`src/rtl/cpu_pkg.sv`:
```
// Shared CPU definitions: default widths, load-size encodings and the
// MEM/WB pipeline entry.
package cpu_pkg;

  localparam int unsigned CPU_DATA_W = 32;
  localparam int unsigned CPU_REG_AW = 5;
  localparam logic [CPU_REG_AW-1:0] REG_ZERO = '0;

  typedef enum logic [1:0] {
    SIZE_BYTE = 2'b00,
    SIZE_HALF = 2'b01,
    SIZE_WORD = 2'b10,
    SIZE_RSVD = 2'b11
  } size_e;

  typedef struct packed {
    logic [CPU_DATA_W-1:0] result;
    logic [1:0]            addr_lo;
    logic                  is_load;
    size_e                 size;
    logic                  is_unsigned;
    logic [CPU_REG_AW-1:0] rd;
    logic                  rd_we;
  } mem_wb_t;

endpackage

```
`src/rtl/writeback_stage_reg_file.sv`:
```
// Register file: two combinational read ports with write-through bypass,
// one synchronous write port, r0 hardwired to zero.
module reg_file
  import cpu_pkg::*;
#(
  parameter int unsigned DATA_W = CPU_DATA_W,
  parameter int unsigned REG_AW = CPU_REG_AW
) (
  input  logic              clk,
  input  logic              rst,
  input  logic              we,
  input  logic [REG_AW-1:0] waddr,
  input  logic [DATA_W-1:0] wdata,
  input  logic [REG_AW-1:0] raddr1,
  output logic [DATA_W-1:0] rdata1,
  input  logic [REG_AW-1:0] raddr2,
  output logic [DATA_W-1:0] rdata2
);

  logic [DATA_W-1:0] mem [2**REG_AW];
  logic              wr_act;

  assign wr_act = we && (waddr != '0);

  always_ff @(posedge clk or negedge rst) begin
    if (!rst) begin
      for (int unsigned i = 0; i < 2**REG_AW; i++) mem[REG_AW'(i)] <= '0;
    end else if (wr_act) begin
      mem[waddr] <= wdata;
    end
  end

  always_comb begin
    rdata1 = '0;
    if (raddr1 != '0) rdata1 = (wr_act && raddr1 == waddr) ? wdata : mem[raddr1];
  end

  always_comb begin
    rdata2 = '0;
    if (raddr2 != '0) rdata2 = (wr_act && raddr2 == waddr) ? wdata : mem[raddr2];
  end

endmodule

```
`src/rtl/writeback_stage.sv`:
```
// Writeback stage: MEM/WB register, sub-word load extraction, register file
// commit, forwarding export and retired-instruction counter.
module writeback_stage
  import cpu_pkg::*;
#(
  parameter int unsigned DATA_W = CPU_DATA_W,
  parameter int unsigned REG_AW = CPU_REG_AW,
  parameter int unsigned CNT_W  = 32
) (
  input  logic              clk,
  input  logic              rst,
  input  logic              in_valid,
  input  logic [DATA_W-1:0] in_result,
  input  logic [1:0]        in_addr_lo,
  input  logic              in_is_load,
  input  logic [1:0]        in_size,
  input  logic              in_unsigned,
  input  logic [REG_AW-1:0] in_rd,
  input  logic              in_rd_we,
  input  logic              stall,
  input  logic              flush,
  input  logic [REG_AW-1:0] rs1_addr,
  input  logic [REG_AW-1:0] rs2_addr,
  output logic [DATA_W-1:0] rs1_data,
  output logic [DATA_W-1:0] rs2_data,
  output logic              fwd_valid,
  output logic [REG_AW-1:0] fwd_rd,
  output logic [DATA_W-1:0] fwd_data,
  output logic              retired,
  output logic              misalign,
  output logic [CNT_W-1:0]  retire_count
);

  mem_wb_t           entry;
  logic              valid;
  logic [DATA_W-1:0] value;
  logic              mis;
  logic              we;
  logic [7:0]        byte_sel;
  logic [15:0]       half_sel;

  // stall outranks flush, flush outranks in_valid; anything else is a bubble
  always_ff @(posedge clk or negedge rst) begin
    if (!rst) begin
      valid        <= 1'b0;
      entry        <= '0;
      retire_count <= '0;
    end else begin
      if (valid) retire_count <= retire_count + 1'b1;
      if (!stall && !flush && in_valid) begin
        valid <= 1'b1;
        entry <= '{result: in_result, addr_lo: in_addr_lo, is_load: in_is_load,
                   size: size_e'(in_size), is_unsigned: in_unsigned,
                   rd: in_rd, rd_we: in_rd_we};
      end else begin
        valid <= 1'b0;
      end
    end
  end

  assign byte_sel = entry.result[{entry.addr_lo, 3'b000} +: 8];
  assign half_sel = entry.result[{entry.addr_lo[1], 4'b0000} +: 16];

  always_comb begin
    value = entry.result;
    mis   = 1'b0;
    if (entry.is_load) begin
      case (entry.size)
        SIZE_BYTE: value = {{(DATA_W-8){byte_sel[7] & ~entry.is_unsigned}}, byte_sel};
        SIZE_HALF: begin
          value = {{(DATA_W-16){half_sel[15] & ~entry.is_unsigned}}, half_sel};
          mis   = entry.addr_lo[0];
        end
        SIZE_WORD: mis = (entry.addr_lo != 2'b00);
        default:   mis = 1'b1;
      endcase
    end
  end

  assign we        = valid && entry.rd_we && (entry.rd != REG_ZERO) && !mis;
  assign fwd_valid = we;
  assign fwd_rd    = we ? entry.rd : '0;
  assign fwd_data  = we ? value : '0;
  assign retired   = valid;
  assign misalign  = valid && entry.is_load && mis;

  reg_file #(
    .DATA_W (DATA_W),
    .REG_AW (REG_AW)
  ) u_reg_file (
    .clk    (clk),
    .rst    (rst),
    .we     (we),
    .waddr  (entry.rd),
    .wdata  (value),
    .raddr1 (rs1_addr),
    .rdata1 (rs1_data),
    .raddr2 (rs2_addr),
    .rdata2 (rs2_data)
  );

endmodule

```
`config.mk`:
```
export PLATFORM = sky130hd
export DESIGN_NAME = writeback_stage
export DESIGN_NICKNAME = d
export VERILOG_FILES = /design/src/rtl/cpu_pkg.sv /design/src/rtl/writeback_stage_reg_file.sv /design/src/rtl/writeback_stage.sv
export SDC_FILE = /design/constraint.sdc
export NUM_CORES = 2
export LEC_CHECK = 0
export BUFFER_PORTS_ARGS = -buffer_cell sky130_fd_sc_hd__buf_4
export CORE_MARGIN = 4
export CORE_UTILIZATION = 59
export CTS_BUF_LIST = sky130_fd_sc_hd__clkbuf_4
export CTS_CLUSTER_DIAMETER = 40
export DETAILED_ROUTE_END_ITERATION = 7
export PLACE_DENSITY = 0.79
export REMOVE_ABC_BUFFERS = 1
export SKIP_LAST_GASP = 1
export SYNTH_ARGS = -nofsm -noshare
export SYNTH_HDL_FRONTEND = slang
export SYNTH_HIERARCHICAL = 1
export SYNTH_SLANG_ARGS = --single-unit
```
`constraint.sdc`:
```
create_clock -name clk -period 3.1 [get_ports clk]
set_clock_uncertainty 0.2 [all_clocks]
set_input_delay 0.31 -clock clk [delete_from_list [all_inputs] [get_ports clk]]
set_output_delay 0.31 -clock clk [all_outputs]
set_load 0.01 [all_outputs]
```
==> flow_summary.html <==
<table>
<tr><th>Metric</th><th>Value</th></tr>
<tr><th colspan="2">Outcome</th></tr>
<tr><td>Status</td><td>complete, but fails checks</td></tr>
<tr><td>Failing checks</td><td>DRC, setup timing</td></tr>
<tr><th colspan="2">Synth</th></tr>
<tr><td>Proportion of netlist area held by the largest area contributor</td><td>46.5%</td></tr>
<tr><td>Most frequently used flop master after synthesis</td><td>sky130_fd_sc_hd__dfrtp_1</td></tr>
<tr><td>Post-Synthesis Cells</td><td>4220</td></tr>
<tr><td>Number of synthesized flops with an enable pin</td><td>0</td></tr>
<tr><td>Mapped Avg Cell Area</td><td>14.0 µm²</td></tr>
<tr><td>Synth area leader</td><td>sky130_fd_sc_hd__dfrtp_1</td></tr>
<tr><td>Synthesized flop and latch total</td><td>1101</td></tr>
<tr><td>Most frequent cell after synthesis</td><td>sky130_fd_sc_hd__dfrtp_1</td></tr>
<tr><td>Ranking of synthesized cells by area</td><td>sky130_fd_sc_hd__dfrtp_1 (47%), sky130_fd_sc_hd__mux2_2 (21%), sky130_fd_sc_hd__mux4_2 (14%)</td></tr>
<tr><td>Count of warnings emitted by yosys</td><td>6</td></tr>
<tr><td>Post-Syn Area</td><td>59200 µm²</td></tr>
<tr><td>Most frequent cells after synthesis</td><td>sky130_fd_sc_hd__dfrtp_1 (1101), sky130_fd_sc_hd__mux2_2 (1094), sky130_fd_sc_hd__mux4_2 (358)</td></tr>
<tr><td>Synth async-reset ratio</td><td>100%</td></tr>
<tr><td>Distinct cell type count after synthesis</td><td>69</td></tr>
<tr><td>Sequential element share of the synthesized area</td><td>46.5%</td></tr>
<tr><th colspan="2">Routing</th></tr>
<tr><td>Wire length after detailed routing</td><td>223000 µm</td></tr>
<tr><td>Overall via count from detail_route</td><td>46500</td></tr>
<tr><td>Number of search-and-repair iterations in the first detailed-routing pass</td><td>8</td></tr>
<tr><td>Post-route DRC violation count</td><td>2</td></tr>
<tr><td>Via density per instance</td><td>7.27</td></tr>
<tr><td>Violation count after the first detailed-routing iteration</td><td>6050</td></tr>
<tr><td>Count of antenna-violating nets left after detailed routing</td><td>0</td></tr>
<tr><td>Detail-routed net length per standard cell</td><td>34.9 µm</td></tr>
<tr><th colspan="2">Critical path</th></tr>
<tr><td>Max stage delay cell, worst path</td><td>sky130_fd_sc_hd__dfrtp_2</td></tr>
<tr><td>Sort of element at the start of the critical path</td><td>flip-flop</td></tr>
<tr><td>Critical path capture point type</td><td>primary output</td></tr>
<tr><td>Critical path start-end classification</td><td>reg2out</td></tr>
<tr><td>Cell-by-cell listing of the critical path</td><td>o31ai_4 &gt; o211a_4 &gt; o21ai_4 &gt; inv_2 &gt; nand4_1 &gt; buf_6 &gt; o21ai_4 &gt; buf_6 &gt; buf_12 &gt; a211oi_2 &gt; a221o_1 &gt; buf_6</td></tr>
<tr><td>Data arrival at the endpoint of the critical path</td><td>3.67 ns</td></tr>
<tr><td>Worst-path maximum fanout</td><td>4</td></tr>
<tr><td>Delay of the slowest cell on the worst path</td><td>0.46 ns</td></tr>
<tr><td>Most frequent CP cell</td><td>sky130_fd_sc_hd__buf_6</td></tr>
<tr><td>Required time of the critical path</td><td>2.59 ns</td></tr>
<tr><th colspan="2">Power and ir drop</th></tr>
<tr><td>Leakage</td><td>34.4 nW</td></tr>
<tr><td>Power Dens Cells</td><td>534 nW/µm²</td></tr>
<tr><td>VDD IR max</td><td>0.377 mV</td></tr>
<tr><th colspan="2">Finish</th></tr>
<tr><td>Share of post-route cells with drive strength above 1</td><td>55.7%</td></tr>
<tr><td># nets final</td><td>4968</td></tr>
<tr><td>Layout overhead on the synthesized area</td><td>22.4%</td></tr>
<tr><td>Share of the core filled with cells</td><td>73.3%</td></tr>
<tr><th colspan="2">Min path</th></tr>
<tr><td>HP Class</td><td>reg2reg</td></tr>
<tr><th colspan="2">STA</th></tr>
<tr><td>Actual slew at the worst max-slew pin</td><td>1.11 ns</td></tr>
<tr><td>Final worst-path setup slack</td><td>-1.08 ns</td></tr>
<tr><td>Highest clock frequency the design can meet</td><td>239 MHz</td></tr>
<tr><td>Final-report setup violation count</td><td>270</td></tr>
<tr><td>Count of endpoints failing hold in the final timing report</td><td>0</td></tr>
<tr><td>Max-slew violation count</td><td>0</td></tr>
<tr><td>Setup total negative slack</td><td>-105.49 ns</td></tr>
<tr><td>Shortest clock period the worst path allows after layout</td><td>4.18 ns</td></tr>
<tr><td>Portion of the clock cycle consumed by the worst path in the final layout</td><td>135%</td></tr>
<tr><td>Relative slew slack</td><td>25.8%</td></tr>
<tr><td>RSZ-0062 raised after global routing</td><td>yes</td></tr>
<tr><th colspan="2">Floorplan</th></tr>
<tr><td>I/O pin total</td><td>195</td></tr>
<tr><td>Effective utilization at floorplan</td><td>59.9%</td></tr>
<tr><td>Area of the die</td><td>106000 µm²</td></tr>
<tr><td>Core region area</td><td>99000 µm²</td></tr>
<tr><td>Die outline width</td><td>325 µm</td></tr>
<tr><td>Num rows</td><td>115</td></tr>
<tr><td>Die Span Y</td><td>325 µm</td></tr>
<tr><th colspan="2">CTS</th></tr>
<tr><td>Max H-tree Level</td><td>5</td></tr>
<tr><td>Clk slew on worst S/H paths</td><td>0.07 ns</td></tr>
<tr><td>Clock Tree Root</td><td>sky130_fd_sc_hd__clkbuf_4</td></tr>
<tr><td>Clock sink total</td><td>1101</td></tr>
<tr><td>Clock latency on the worst-skew pair</td><td>1.26 ns</td></tr>
<tr><td>Clock buffer depth</td><td>4</td></tr>
<tr><td>CTS buffer count</td><td>308</td></tr>
<tr><td>TritonCTS clock tree</td><td>done</td></tr>
<tr><th colspan="2">Placement</th></tr>
<tr><td>Port bufs</td><td>194</td></tr>
<tr><td>Estimated wirelength of the detail-placed design</td><td>132000 µm</td></tr>
<tr><td>Routability congestion estimate</td><td>0.930</td></tr>
<tr><th colspan="2">Global route</th></tr>
<tr><td>Largest net degree at the start of global routing</td><td>74</td></tr>
<tr><td>Wire length of the first global-routing pass</td><td>312000 µm</td></tr>
<tr><td>Antenna violations before repair</td><td>9</td></tr>
<tr><td>Total Routing Usage GR</td><td>39.9%</td></tr>
<tr><td>Vias in the first global route</td><td>47400</td></tr>
<tr><td>Aggregate global routing overflow</td><td>0</td></tr>
<tr><th colspan="2">Job</th></tr>
<tr><td>Number of max-cap violations</td><td>0</td></tr>
</table>
[registers in the layout (all words and copies together), names as in the netlist]
signal and cells:
retired 1, retire_count 32, u_reg_file/mem 1024, entry 44
[critical path, delay by kind of cell (launching register included)]
family	cells	cell delay [ns]
compound gates	6	1.15
buf+inv	5	0.73
flops	1	0.46
simple gates	1	0.13
[routing by layer]
metal | GRT usage, % | up-vias | part of all wire [%]
met2 | 57.2 | 3998 | 43
met4 | 23.8 | 6 | 7.6
li1 | - | 17800 | -
met1 | 51.1 | 23500 | 34
met3 | 16.3 | 1166 | 15
met5 | 0 | - | 0.048
[power breakdown]
part | total (W) | internal (W) | leakage (nW) | switching, W
Combinational | 0.00902 | 0.00409 | 17.0 | 0.00493
Clock | 0.0130 | 0.00675 | 2.17 | 0.00629
Sequential | 0.0167 | 0.0156 | 15.2 | 0.00110
[cell usage in the layout (no fill, tap or decap), types with 9 or more instances in the layout]
cell,netlist,routed
sky130_fd_sc_hd__a211oi_1,34,13
sky130_fd_sc_hd__a211oi_2,2,18
sky130_fd_sc_hd__a21oi_1,68,46
sky130_fd_sc_hd__a21oi_2,1,12
sky130_fd_sc_hd__a21oi_4,0,11
sky130_fd_sc_hd__a221o_1,56,56
sky130_fd_sc_hd__a221oi_1,49,49
sky130_fd_sc_hd__a22o_1,16,12
sky130_fd_sc_hd__a22oi_1,47,47
sky130_fd_sc_hd__a32o_2,0,30
sky130_fd_sc_hd__buf_12,0,140
sky130_fd_sc_hd__buf_4,22,471
sky130_fd_sc_hd__buf_6,21,75
sky130_fd_sc_hd__buf_8,4,9
sky130_fd_sc_hd__clkbuf_16,0,9
sky130_fd_sc_hd__clkbuf_4,0,438
sky130_fd_sc_hd__clkinv_1,1,41
sky130_fd_sc_hd__dfrtp_1,1101,1096
sky130_fd_sc_hd__diode_2,0,14
sky130_fd_sc_hd__dlygate4sd3_1,0,138
sky130_fd_sc_hd__mux2_2,1094,1087
sky130_fd_sc_hd__mux2i_1,314,310
sky130_fd_sc_hd__mux4_2,358,358
sky130_fd_sc_hd__nand2_1,122,99
sky130_fd_sc_hd__nand2_2,0,22
sky130_fd_sc_hd__nand2b_1,13,12
sky130_fd_sc_hd__nand3_1,13,13
sky130_fd_sc_hd__nand4_1,11,11
sky130_fd_sc_hd__nor2_1,61,28
sky130_fd_sc_hd__nor2_4,0,27
sky130_fd_sc_hd__nor2b_4,0,12
sky130_fd_sc_hd__nor3_1,32,27
sky130_fd_sc_hd__o21ai_0,33,31
sky130_fd_sc_hd__o21ai_1,11,9
sky130_fd_sc_hd__o221ai_1,64,64
sky130_fd_sc_hd__o22a_1,12,12
sky130_fd_sc_hd__o22ai_1,32,32
sky130_fd_sc_hd__xnor2_1,26,26
sky130_fd_sc_hd__xor2_1,15,15
[worst paths after layout]
kind / start / end / slack [ns] / depth (start not counted)
min: u_reg_file/mem[1007] / u_reg_file/mem[1007] / 0.19 / 0
min in group asynchronous: rst / u_reg_file/mem[999] / 0.27 / 4
max reg2reg: entry[7] / u_reg_file/mem[274] / -0.26 / 10
max: entry[7] / rs1_data[10] / -1.08 / 12
min reg2reg: u_reg_file/mem[1007] / u_reg_file/mem[1007] / 0.19 / 0
max in group asynchronous: rst / u_reg_file/mem[561] / 1.48 / 6
[cell type report]
| cell class | count | area [µm²] |
|---|---|---|
| timing repair buffer | 847 | 9070 |
| inverter | 11 | 41.3 |
| sequential | 1101 | 27600 |
| antenna | 14 | 35.0 |
| tap | 1287 | 1610 |
| clock buffer | 438 | 3290 |
| clock inverter | 54 | 315 |
| fill | 5922 | 26500 |
| multi-input combinational | 2639 | 30600 |
[kinds of logic (layout without fill, tap and decap cells)]
logic type                 Yosys count  after routing  synth area share, %
muxes                             1766           1766                 39.7
adders and majority gates            1              1               0.0211
buffers and inverters              481           1350                 3.76
DFF                               1101           1101                 46.5
other                                0             14                    0
and+or+nand+nor                    338            339                 2.94
xor gates and xnor gates            41             41                0.606
AOI/OAI and AO/OA                  492            492                 6.47
[repair_timing]
item,in CTS,in global routing
hold buffers,139,0
gates resized for setup,173,156
setup buffers,56,43
pin swaps,52,45
cloned,6,10
endpoints found under the hold margin,1146,0
endpoints found under the setup margin,151,845
[stage by stage]
| stage | area [µm²] | cells | setup WS [ns] | power (W) | hold WS (ns) |
|---|---|---|---|---|---|
| final | 72500 | 6391 | -1.08 | 0.0388 | 0.195 |
| after detailed placement | 65100 | 5645 | -0.615 | 0.0243 | 0.171 |
| after CTS | 71400 | 6331 | -1.01 | 0.0379 | 0.197 |
| after floorplan | 57100 | 3750 | -2.14 | 0.0203 | -0.186 |
| after global placement | 65100 | 5645 | -0.526 | 0.0241 | 0.176 |
| after global routing | 72500 | 6384 | -1.14 | 0.0400 | 0.209 |
Power figures use the tool's default switching activity.
